$ cat config.mk
export PLATFORM = sky130hd
export DESIGN_NAME = cordic_sched_flat
export DESIGN_NICKNAME = d
export VERILOG_FILES = /design/src/rtl/cordic_sched_if.sv /design/src/rtl/cordic_sched.sv /design/src/flat_wrapper.sv
export SDC_FILE = /design/constraint.sdc
export NUM_CORES = 1
export LEC_CHECK = 0
export ABC_AREA = 1
export BUFFER_PORTS_ARGS = -buffer_cell sky130_fd_sc_hd__buf_2
export CAP_MARGIN = 25
export CORE_UTILIZATION = 25
export CTS_CLUSTER_DIAMETER = 80
export CTS_CLUSTER_SIZE = 8
export DETAILED_ROUTE_END_ITERATION = 6
export GPL_ROUTABILITY_DRIVEN = 0
export MAX_ROUTING_LAYER = met4
export PLACE_DENSITY_LB_ADDON = 0.1
export SKIP_LAST_GASP = 1
export SLEW_MARGIN = 20
export SYNTH_ARGS = -nofsm -noshare
export SYNTH_HDL_FRONTEND = slang
export SYNTH_SLANG_ARGS = --single-unit
$ cat constraint.sdc
create_clock -name clk -period 3.9 [get_ports clk]
set_clock_uncertainty 0.05 [all_clocks]
set_input_delay 0.78 -clock clk [delete_from_list [all_inputs] [get_ports clk]]
set_output_delay 0.78 -clock clk [all_outputs]
set_load 0.01 [all_outputs]
$ cat src/rtl/cordic_sched_if.sv
// Requester-side bus of the shared CORDIC scheduler: packed per-requester
// operands with a one-hot ready, plus the tagged result strobe.
interface cordic_sched_if #(
  parameter int NREQ = 4,
  parameter int IW   = 2,
  parameter int W    = 18
);
  logic [NREQ-1:0]       req_valid;
  logic [NREQ-1:0]       req_ready;
  logic [2*NREQ-1:0]     req_op;
  logic [W*NREQ-1:0]     req_x;
  logic [W*NREQ-1:0]     req_y;
  logic [(W+1)*NREQ-1:0] req_phase;
  logic                  res_valid;
  logic [IW-1:0]         res_tag;
  logic [1:0]            res_op;
  logic [W-1:0]          res_x;
  logic [W-1:0]          res_y;
  logic [W:0]            res_phase;

  modport master (
    output req_valid, req_op, req_x, req_y, req_phase,
    input  req_ready, res_valid, res_tag, res_op, res_x, res_y, res_phase
  );

  modport slave (
    input  req_valid, req_op, req_x, req_y, req_phase,
    output req_ready, res_valid, res_tag, res_op, res_x, res_y, res_phase
  );
endinterface

$ cat src/rtl/cordic_sched.sv
// Round-robin scheduler sharing one fixed-latency pipelined CORDIC among NREQ
// requesters; a tag pipeline matched to the CORDIC latency routes results back.
module cordic_sched #(
  parameter int NREQ = 4,
  parameter int IW   = 2,
  parameter int W    = 18,
  parameter int LAT  = 20
) (
  input  logic                      clk,
  input  logic                      rst_n,
  input  logic                      en,
  cordic_sched_if.slave             bus,
  output logic [1:0]                c_op,
  output logic [W-1:0]              c_x,
  output logic [W-1:0]              c_y,
  output logic [W:0]                c_phase,
  input  logic [W-1:0]              c_xout,
  input  logic [W-1:0]              c_yout,
  input  logic [W:0]                c_pout,
  output logic [$clog2(LAT+2)-1:0]  inflight
);

  typedef struct packed {
    logic          valid;
    logic [IW-1:0] idx;
    logic [1:0]    op;
  } tag_t;

  logic [IW-1:0] ptr;
  logic [IW-1:0] ptr_next;
  logic [IW-1:0] grant_idx;
  logic          grant;
  int            cand;
  logic [1:0]    sel_op;
  logic [W-1:0]  sel_x;
  logic [W-1:0]  sel_y;
  logic [W:0]    sel_phase;
  tag_t          tag_pipe [0:LAT];

  // Search ptr, ptr+1, ... wrapping; ready is gated off in reset and when disabled.
  always_comb begin
    grant         = 1'b0;
    grant_idx     = '0;
    cand          = 0;
    bus.req_ready = '0;
    if (rst_n && en) begin
      for (int k = 0; k < NREQ; k++) begin
        cand = int'(ptr) + k;
        if (cand >= NREQ) cand = cand - NREQ;
        if (!grant && bus.req_valid[IW'(cand)]) begin
          grant     = 1'b1;
          grant_idx = IW'(cand);
        end
      end
    end
    if (grant) bus.req_ready = NREQ'(1) << grant_idx;
  end

  always_comb begin
    sel_op    = bus.req_op[2*grant_idx +: 2];
    sel_x     = bus.req_x[W*grant_idx +: W];
    sel_y     = bus.req_y[W*grant_idx +: W];
    sel_phase = bus.req_phase[(W+1)*grant_idx +: (W+1)];
    ptr_next  = (grant_idx == IW'(NREQ-1)) ? '0 : grant_idx + 1'b1;
  end

  always_ff @(posedge clk) begin
    if (!rst_n) begin
      ptr     <= '0;
      c_op    <= '0;
      c_x     <= '0;
      c_y     <= '0;
      c_phase <= '0;
      for (int s = 0; s <= LAT; s++) tag_pipe[s] <= '0;
    end else begin
      if (grant) begin
        ptr     <= ptr_next;
        c_op    <= sel_op;
        c_x     <= sel_x;
        c_y     <= sel_y;
        c_phase <= sel_phase;
        tag_pipe[0] <= '{valid: 1'b1, idx: grant_idx, op: sel_op};
      end else begin
        c_op    <= '0;
        c_x     <= '0;
        c_y     <= '0;
        c_phase <= '0;
        tag_pipe[0] <= '0;
      end
      for (int s = 1; s <= LAT; s++) tag_pipe[s] <= tag_pipe[s-1];
    end
  end

  // The last tag stage lines up with the CORDIC output sampled on the same edge.
  always_ff @(posedge clk) begin
    if (!rst_n) begin
      bus.res_valid <= 1'b0;
      bus.res_tag   <= '0;
      bus.res_op    <= '0;
      bus.res_x     <= '0;
      bus.res_y     <= '0;
      bus.res_phase <= '0;
      inflight      <= '0;
    end else begin
      bus.res_valid <= tag_pipe[LAT].valid;
      bus.res_tag   <= tag_pipe[LAT].idx;
      bus.res_op    <= tag_pipe[LAT].op;
      bus.res_x     <= c_xout;
      bus.res_y     <= c_yout;
      bus.res_phase <= c_pout;
      if (grant && !tag_pipe[LAT].valid)
        inflight <= inflight + 1'b1;
      else if (!grant && tag_pipe[LAT].valid)
        inflight <= inflight - 1'b1;
    end
  end

endmodule

$ cat src/flat_wrapper.sv
// flat-port wrapper written by rule: the top's interface ports become plain ports
module cordic_sched_flat 
#(
  parameter int NREQ = 4,
  parameter int IW   = 2,
  parameter int W    = 18,
  parameter int LAT  = 20
)
  (clk, rst_n, en, c_op, c_x, c_y, c_phase, c_xout, c_yout, c_pout, inflight, bus_req_valid, bus_req_op, bus_req_x, bus_req_y, bus_req_phase, bus_req_ready, bus_res_valid, bus_res_tag, bus_res_op, bus_res_x, bus_res_y, bus_res_phase);
  cordic_sched_if #(.NREQ(NREQ), .IW(IW), .W(W)) bus_i ();
  input  logic clk;
  input  logic rst_n;
  input  logic en;
  output logic [1:0] c_op;
  output logic [W-1:0] c_x;
  output logic [W-1:0] c_y;
  output logic [W:0] c_phase;
  input  logic [W-1:0] c_xout;
  input  logic [W-1:0] c_yout;
  input  logic [W:0] c_pout;
  output logic [$clog2(LAT+2)-1:0] inflight;
  input wire logic [$bits(bus_i.req_valid)-1:0] bus_req_valid;
  input wire logic [$bits(bus_i.req_op)-1:0] bus_req_op;
  input wire logic [$bits(bus_i.req_x)-1:0] bus_req_x;
  input wire logic [$bits(bus_i.req_y)-1:0] bus_req_y;
  input wire logic [$bits(bus_i.req_phase)-1:0] bus_req_phase;
  output wire logic [$bits(bus_i.req_ready)-1:0] bus_req_ready;
  output wire logic [$bits(bus_i.res_valid)-1:0] bus_res_valid;
  output wire logic [$bits(bus_i.res_tag)-1:0] bus_res_tag;
  output wire logic [$bits(bus_i.res_op)-1:0] bus_res_op;
  output wire logic [$bits(bus_i.res_x)-1:0] bus_res_x;
  output wire logic [$bits(bus_i.res_y)-1:0] bus_res_y;
  output wire logic [$bits(bus_i.res_phase)-1:0] bus_res_phase;
  assign bus_i.req_valid = bus_req_valid;
  assign bus_i.req_op = bus_req_op;
  assign bus_i.req_x = bus_req_x;
  assign bus_i.req_y = bus_req_y;
  assign bus_i.req_phase = bus_req_phase;
  assign bus_req_ready = bus_i.req_ready;
  assign bus_res_valid = bus_i.res_valid;
  assign bus_res_tag = bus_i.res_tag;
  assign bus_res_op = bus_i.res_op;
  assign bus_res_x = bus_i.res_x;
  assign bus_res_y = bus_i.res_y;
  assign bus_res_phase = bus_i.res_phase;
  cordic_sched #(.NREQ(NREQ), .IW(IW), .W(W), .LAT(LAT)) u_core (.clk(clk), .rst_n(rst_n), .en(en), .bus(bus_i), .c_op(c_op), .c_x(c_x), .c_y(c_y), .c_phase(c_phase), .c_xout(c_xout), .c_yout(c_yout), .c_pout(c_pout), .inflight(inflight));
endmodule
Word level (Yosys, flattened, before mapping)
Memory sizes are Yosys's and may differ from the RTL's.
Index checks and enable logic that the tools add are counted.
{ "totals": {"register_bits": 124, "latchBits": 0, "ram_bits": 105, "rom_bits": 0, "in_bits": 290, "output_inout_bits": 126, "word_cells": 141, "n_memories": 1} }
{ "mem_list": {"columns": ["name", "depth", "width", "read_ports", "rd_clocked_by_memory_dff", "write_ports", "line_no", "text"], "rows": [
  ["u_core.tag_pipe", 21, 5, 21, 0, 21, "cordic_sched.sv:38", "tag_t tag_pipe [0:LAT];"]
]} }
{ "op_classes": {"add_sub_neg": 10, "mul": 2, "n_div": 0, "magnitude_cmp": 8, "eq_ne": 1, "shifts": 5, "mux": 67, "n_bitwise": 22, "reduce_logical": 13} }
{ "op_table": {"columns": ["operator", "n"], "rows": [
  ["variable part select 72 x 8 -> 18 bit", 2],
  ["2-to-1 mux 5 bit", 24],
  ["variable part select 76 x 8 -> 19 bit", 1],
  ["2-to-1 mux 2 bit", 14],
  ["2-to-1 mux 1 bit", 24],
  ["OR 1 bit", 22],
  ["< comparator 2 x 4 -> 1 bit, second input constant", 4],
  ["greater-or-equal comparator 3 bit, second input constant", 3],
  ["binary-select mux 1 bit (select 2 bit)", 4],
  ["variable part select 8 x 4 -> 2 bit", 1],
  ["subtractor 2 x 1 -> 2 bit, second input constant", 4],
  ["multiplier 5 x 2 -> 7 bit, first input constant", 1],
  ["adder 2 x 2 -> 3 bit, second input constant", 2],
  ["logical AND 1 bit", 6],
  ["multiplier 4 x 2 -> 6 bit, first input constant", 1],
  ["adder 5 x 1 -> 5 bit, second input constant", 1],
  ["logical NOT 1 bit", 5],
  ["subtractor 5 x 1 -> 5 bit, second input constant", 1],
  ["2-to-1 mux 4 bit", 1],
  ["left shift 1 x 2 -> 4 bit, first input constant", 1],
  ["adder 2 x 1 -> 3 bit, second input constant", 1],
  ["greater-or-equal comparator 2 x 3 -> 1 bit, second input constant", 1],
  ["adder 2 x 1 -> 2 bit, second input constant", 1],
  ["equality test 2 bit, second input constant", 1],
  ["2 further kinds", 2]
]} }

Logic depth before layout (Yosys ltp)
{ "logic_depth": {"word_depth": 25, "ltp_mapped": 21, "ltp_nobuf": 19} }

Worst setup path after synthesis
Ideal clock, no wire load.
{ "synth_timing": {"path_kind": "input port to flip-flop", "from": "in bus_req_valid[3]", "to": "reg u_core.inflight[4]", "setup_time_ps": 115, "arrival_time_ps": 3101, "required_time_ps": 3735, "setup_slack_ps": 634, "path_stages": 20, "path_buffers": 2, "path_cell_list": "inv_1 -> nand2_1 -> nand3_1 -> nand2_2 -> nor2_4 -> nand3_2 -> nand2_2 -> buf_6 -> inv_1 -> clkbuf_1 -> ha_1 -> inv_1 -> ha_1 -> nand2_1 -> nor2_1 -> a211oi_1 -> o21ai_0 -> a21oi_1 -> nand2_1 -> nor3b_1"} }
{ "synth_between": {"elab_chain_len": 20, "word_cells_on_any_way": 31, "cone_classes": "21 x mux; 10 x reduce/logical"} }
{ "synth_lines": {"columns": ["element", "line_no", "text"], "rows": [
  ["start: declaration", "flat_wrapper.sv:22", "input wire logic [$bits(bus_i.req_valid)-1:0] bus_req_valid;"],
  ["binary-select mux 1 bit (select 2 bit)", "cordic_sched.sv:50", "if (!grant && bus.req_valid[IW'(cand)]) begin"],
  ["2-to-1 mux 1 bit (not written as such) (2 in a row)", "cordic_sched.sv:50", null],
  ["2-to-1 mux 1 bit", "cordic_sched.sv:50", null],
  ["2-to-1 mux 1 bit", "cordic_sched.sv:46", "if (rst_n && en) begin"],
  ["logical NOT 1 bit", "cordic_sched.sv:50", null],
  ["logical AND 1 bit", "cordic_sched.sv:50", null],
  ["2-to-1 mux 1 bit", "cordic_sched.sv:50", null],
  ["2-to-1 mux 1 bit", "cordic_sched.sv:46", null],
  ["[... 4 more ...]", null, null],
  ["logical NOT 1 bit", "cordic_sched.sv:50", null],
  ["logical AND 1 bit", "cordic_sched.sv:50", null],
  ["2-to-1 mux 1 bit (*)", "cordic_sched.sv:50", null],
  ["2-to-1 mux 1 bit (*)", "cordic_sched.sv:46", null],
  ["net u_core.grant", "cordic_sched.sv:32", "logic grant;"],
  ["logical NOT 1 bit", "cordic_sched.sv:113", "else if (!grant && tag_pipe[LAT].valid)"],
  ["logical AND 1 bit", "cordic_sched.sv:113", null],
  ["nonzero test 2 bit (no line)", null, null],
  ["end signal: assignment", "cordic_sched.sv:112", "inflight <= inflight + 1'b1;"],
  ["end signal: assignment", "cordic_sched.sv:114", "inflight <= inflight - 1'b1;"],
  ["end: declaration", "cordic_sched.sv:20", "output logic [$clog2(LAT+2)-1:0] inflight"]
]} }
Mark *: on every way through the listed nets, which the timed path passes. The rest lies on a longest branch. The select of a mux whose other input is x is not followed.
A chain may end at the register's enable or synchronous reset.

Worst setup path in the final report
{ "layout_timing": {"from": "reg u_core.ptr[0]", "to": "out bus_req_ready[2]"} }
{ "layout_between": {"elab_chain_len": 22, "word_cells_on_any_way": 52, "cone_classes": "7 x add/sub; 4 x order compare; 1 x shift; 34 x mux; 6 x reduce/logical"} }
{ "layout_lines": {"columns": ["element", "line_no", "text"], "rows": [
  ["start: declaration", "cordic_sched.sv:29", "logic [IW-1:0] ptr;"],
  ["start signal: assignment", "cordic_sched.sv:77", "ptr <= ptr_next;"],
  ["greater-or-equal comparator 2 x 3 -> 1 bit / subtractor 2 x 1 -> 2 bit (equally long branches)", "cordic_sched.sv:49", "if (cand >= NREQ) cand = cand - NREQ;"],
  ["2-to-1 mux 2 bit", "cordic_sched.sv:49", null],
  ["2-to-1 mux 2 bit", "cordic_sched.sv:46", null],
  ["binary-select mux 1 bit (select 2 bit)", "cordic_sched.sv:50", null],
  ["2-to-1 mux 1 bit (not written as such) (2 in a row)", "cordic_sched.sv:50", null],
  ["2-to-1 mux 1 bit", "cordic_sched.sv:50", null],
  ["2-to-1 mux 1 bit", "cordic_sched.sv:46", null],
  ["logical NOT 1 bit", "cordic_sched.sv:50", null],
  ["[... 5 more ...]", null, null],
  ["2-to-1 mux 1 bit", "cordic_sched.sv:50", null],
  ["2-to-1 mux 1 bit", "cordic_sched.sv:46", null],
  ["logical NOT 1 bit", "cordic_sched.sv:50", null],
  ["logical AND 1 bit", "cordic_sched.sv:50", null],
  ["2-to-1 mux 2 bit", "cordic_sched.sv:50", null],
  ["2-to-1 mux 2 bit", "cordic_sched.sv:46", null],
  ["left shift 1 x 2 -> 4 bit", "cordic_sched.sv:56", "if (grant) bus.req_ready = NREQ'(1) << grant_idx;"],
  ["2-to-1 mux 4 bit (*)", "cordic_sched.sv:56", null],
  ["end: declaration", "flat_wrapper.sv:27", "output wire logic [$bits(bus_i.req_ready)-1:0] bus_req_ready;"]
]} }
Every way passes the cells marked *; elsewhere a longest branch is shown, timed or not. The select of a mux whose other input is x is not followed.

==> impl_metrics.ini <==
[status]
status = finished clean

[route]
vias_per_cell = 4.038
wire_per_inst_microns = 13.77
routed_wl_microns = 30240
routed-via-count = 8868
drt-pass1-iter-count = 4
drc = 0
drtIter0Drc = 320
ant_nets = 0

[yosys]
synth.distinct_cells = 27
ys.warnings.count = 0
ys_seq_area_share_pct = 50.34
syn_inst = 1320
syn_area_sq_um = 9206
synth-seq-cells = 229
synthTopCellsByArea = dfxtp_1 (49%), nand2_1 (13%), inv_1 (12%), nor2_1 (7.6%), o21ai_0 (5.7%)
yosys.area.top_type = dfxtp_1
synth.top_cell.area_share_pct = 48.71
syn_area_per_cell_sq_um = 6.974

[clocking]
root_buffer = clkbuf_16
path_clk_slew_ps = 50
cts_hold_buf = 0
cts_sinks = 229
max-clock-path-buffers = 3
cts_buffers = 34
cts_tree = yes
cts_htree_levels = 2
clock_latency_ps = 500
cts_setup_buffers = 0

[cells_and_area]
synthToLayoutAreaGrowth_pct = 36.94
ff_latch_area_sq_um = 4634
drive_gt1_share_pct = 27.93
fill_cells = 3993
multi_input_area_sq_um = 3115
fin_nets = 2020

[sta]
tightest_slew_ps = 981.5
slew_headroom_pct = 34.56
rsz0062_at_grt = false
period_needed_ps = 3577
final-max-slew-violation-count = 0
hold_violations = 0
whs_ps = 352.5
setup_viol = 0
clock.fmax_ghz = 0.2796
timing.setup.tns_ps = 0
period_share_pct = 91.71

[global_route]
grt_max_degree = 100
grt_pass1_wl_microns = 46260
antenna_found_initial = 10
grt_pass1_vias = 8704
grtUsageTotal_pct = 16.22
overflow = 0

[critical_path]
worst_ep_arrival_time_ps = 2750
path_cells = inv_2 > nand2_1 > nand2_1 > nand2_1 > nand2_2 > nor2_4 > nand3_1 > nand3_1 > nand2_2 > inv_2 > ha_1 > inv_1 > nor2_2 > buf_2
cp-start-kind = flop
path_class = flop to primary output
required_ps = 3070
critPathTopFamily = simple AND/OR/NAND/NOR gates
worst-path-max-fanout = 11
timing.critical_path.buf_inv = 4
path_common_cell = nand2_1
r2r_setup_slack_ps = 850
max_stage_delay_ps = 520
timing.critical_path.to_type = primary output
critPathSlowestCell = dfxtp_1

[placement]
io_buffers = 415
dp_hpwl_microns = 22010

[floorplan]
coreArea_sq_um = 35910
io_pins = 416
die_x_microns = 193.9
rows = 69
dieArea_sq_um = 37600
die_h_microns = 193.9
start_util_pct = 25.63

[min_path]
hp-class = flop to flop

[pwr]
p_leak_nw = 7.597
p_per_area_nw_per_um2 = 486.7
vdd_drop_max_uv = 258.8

[flow_run]
max_cap_viol_count = 0
through the flow:
stage | std cells | utilization (%) | instance area, sq um | worst slack [ps] | total power, W
6_report | 2196 | 35.10 | 12610 | 323.4 | 0.006136
5_1_grt | 2195 | 35.10 | 12600 | 82.82 | 0.006493
4_1_cts | 2187 | 35.03 | 12580 | 86.57 | 0.006291
3_5_place_dp | 2145 | 32.45 | 11650 | 384.1 | 0.003593
3_3_place_gp | 2145 | 32.45 | 11650 | 402.4 | 0.003589
2_1_floorplan | 1324 | - | 9221 | 633.9 | 0.003164
final cells by class:
type / count / share of cell area (%)
diodes: 9 / 0.1786
repair buffers: 429 / 17.36
inverters: 304 / 9.051
multi-input cells: 722 / 24.71
well taps: 461 / 4.575
flip-flops and latches: 229 / 36.76
clock buffers: 39 / 7.066
clock inverters: 3 / 0.2977
power breakdown:
part | total [W] | internal (W) | switching [W]
Sequential | 0.00251 | 0.00246 | 0.0000429
Combinational | 0.00102 | 0.000367 | 0.000653
Clock | 0.00261 | 0.00160 | 0.00101
Total | 0.00614 | 0.00443 | 0.00171
worst paths after layout:
check                                    end  cells after the start                            from
max                         bus_req_ready[2]                     14      u_core.ptr[0]$_SDFFE_PN0P_
min reg2reg   u_core.tag_pipe[0][84]$_DFF_P_                      2  u_core.tag_pipe[0][79]$_DFF_P_
max reg2reg  u_core.inflight[4]$_SDFFE_PN0P_                     19      u_core.ptr[0]$_SDFFE_PN0P_
min           u_core.tag_pipe[0][84]$_DFF_P_                      2  u_core.tag_pipe[0][79]$_DFF_P_
cells in the mapped netlist, drive strengths merged:
master,number
a211oi,1
a21oi,5
buf,25
clkbuf,44
conb,1
dfxtp,224
edfxtp,5
fa,1
ha,9
inv,304
nand2,322
nand3,68
nor2,188
nor3b,1
o21ai,120
o221ai,1
xnor2,1
worst min-delay path, delay by kind of cell (launching register included):
kind	cells	cell delay, ps
flops	1	300
simple gates	1	40
buf+inv	1	40
kinds of logic after synthesis:
| family | count (synthesis) | share of synthesized area (%) |
|---|---|---|
| and+or+nand+nor | 579 | 25.07 |
| buffers and inverters | 373 | 16.04 |
| DFF | 229 | 50.34 |
| AOI/OAI and AO/OA | 127 | 6.972 |
| adders and majority gates | 10 | 1.441 |
| xor gates and xnor gates | 1 | 0.09515 |
| other | 1 | 0.04073 |
metal layers:
layer	routed length, microns	vias up	global-route usage (%)
met5	0	-	-
met4	910	0	6.232
met3	2123	57	4.122
met2	14590	319	27.94
met1	12620	3866	17.94
li1	-	4626	-
cell usage in the layout (no fill, tap or decap):
master and instances:
buf_4 14, inv_1 299, fa_1 1, o21ai_1 16
nand3_1 67, nor2_4 1, nor2_1 185, diode_2 9
conb_1 5, clkbuf_16 35, edfxtp_1 5, nand3_2 1
a21oi_1 5, o221ai_1 1, xnor2_1 1, buf_6 1
o21ai_0 104, clkinv_2 1, nor3b_1 1, ha_1 9
clkbuf_1 4, nand2_2 5, nor2_8 1, inv_2 5
nor2_2 1, a211oi_1 1, buf_2 414, nand2_1 316
nand2_4 1, dfxtp_1 224, clkinv_8 2
state kept, by name (all words and copies together) (netlist names), 5 cells and up:
signal / cells
u_core.bus.res_x: 18
u_core.c_y: 18
u_core.bus.res_y: 18
u_core.c_phase: 19
u_core.inflight: 5
u_core.tag_pipe: 105
u_core.bus.res_phase: 19
u_core.c_x: 18
what timing repair did:
item | CTS | global route
setup endpoints to repair | 0 | 1
endpoints found under the hold margin | 0 | 0
gates resized for setup | 0 | 1
No activity file was read; power rests on OpenSTA's default activity.
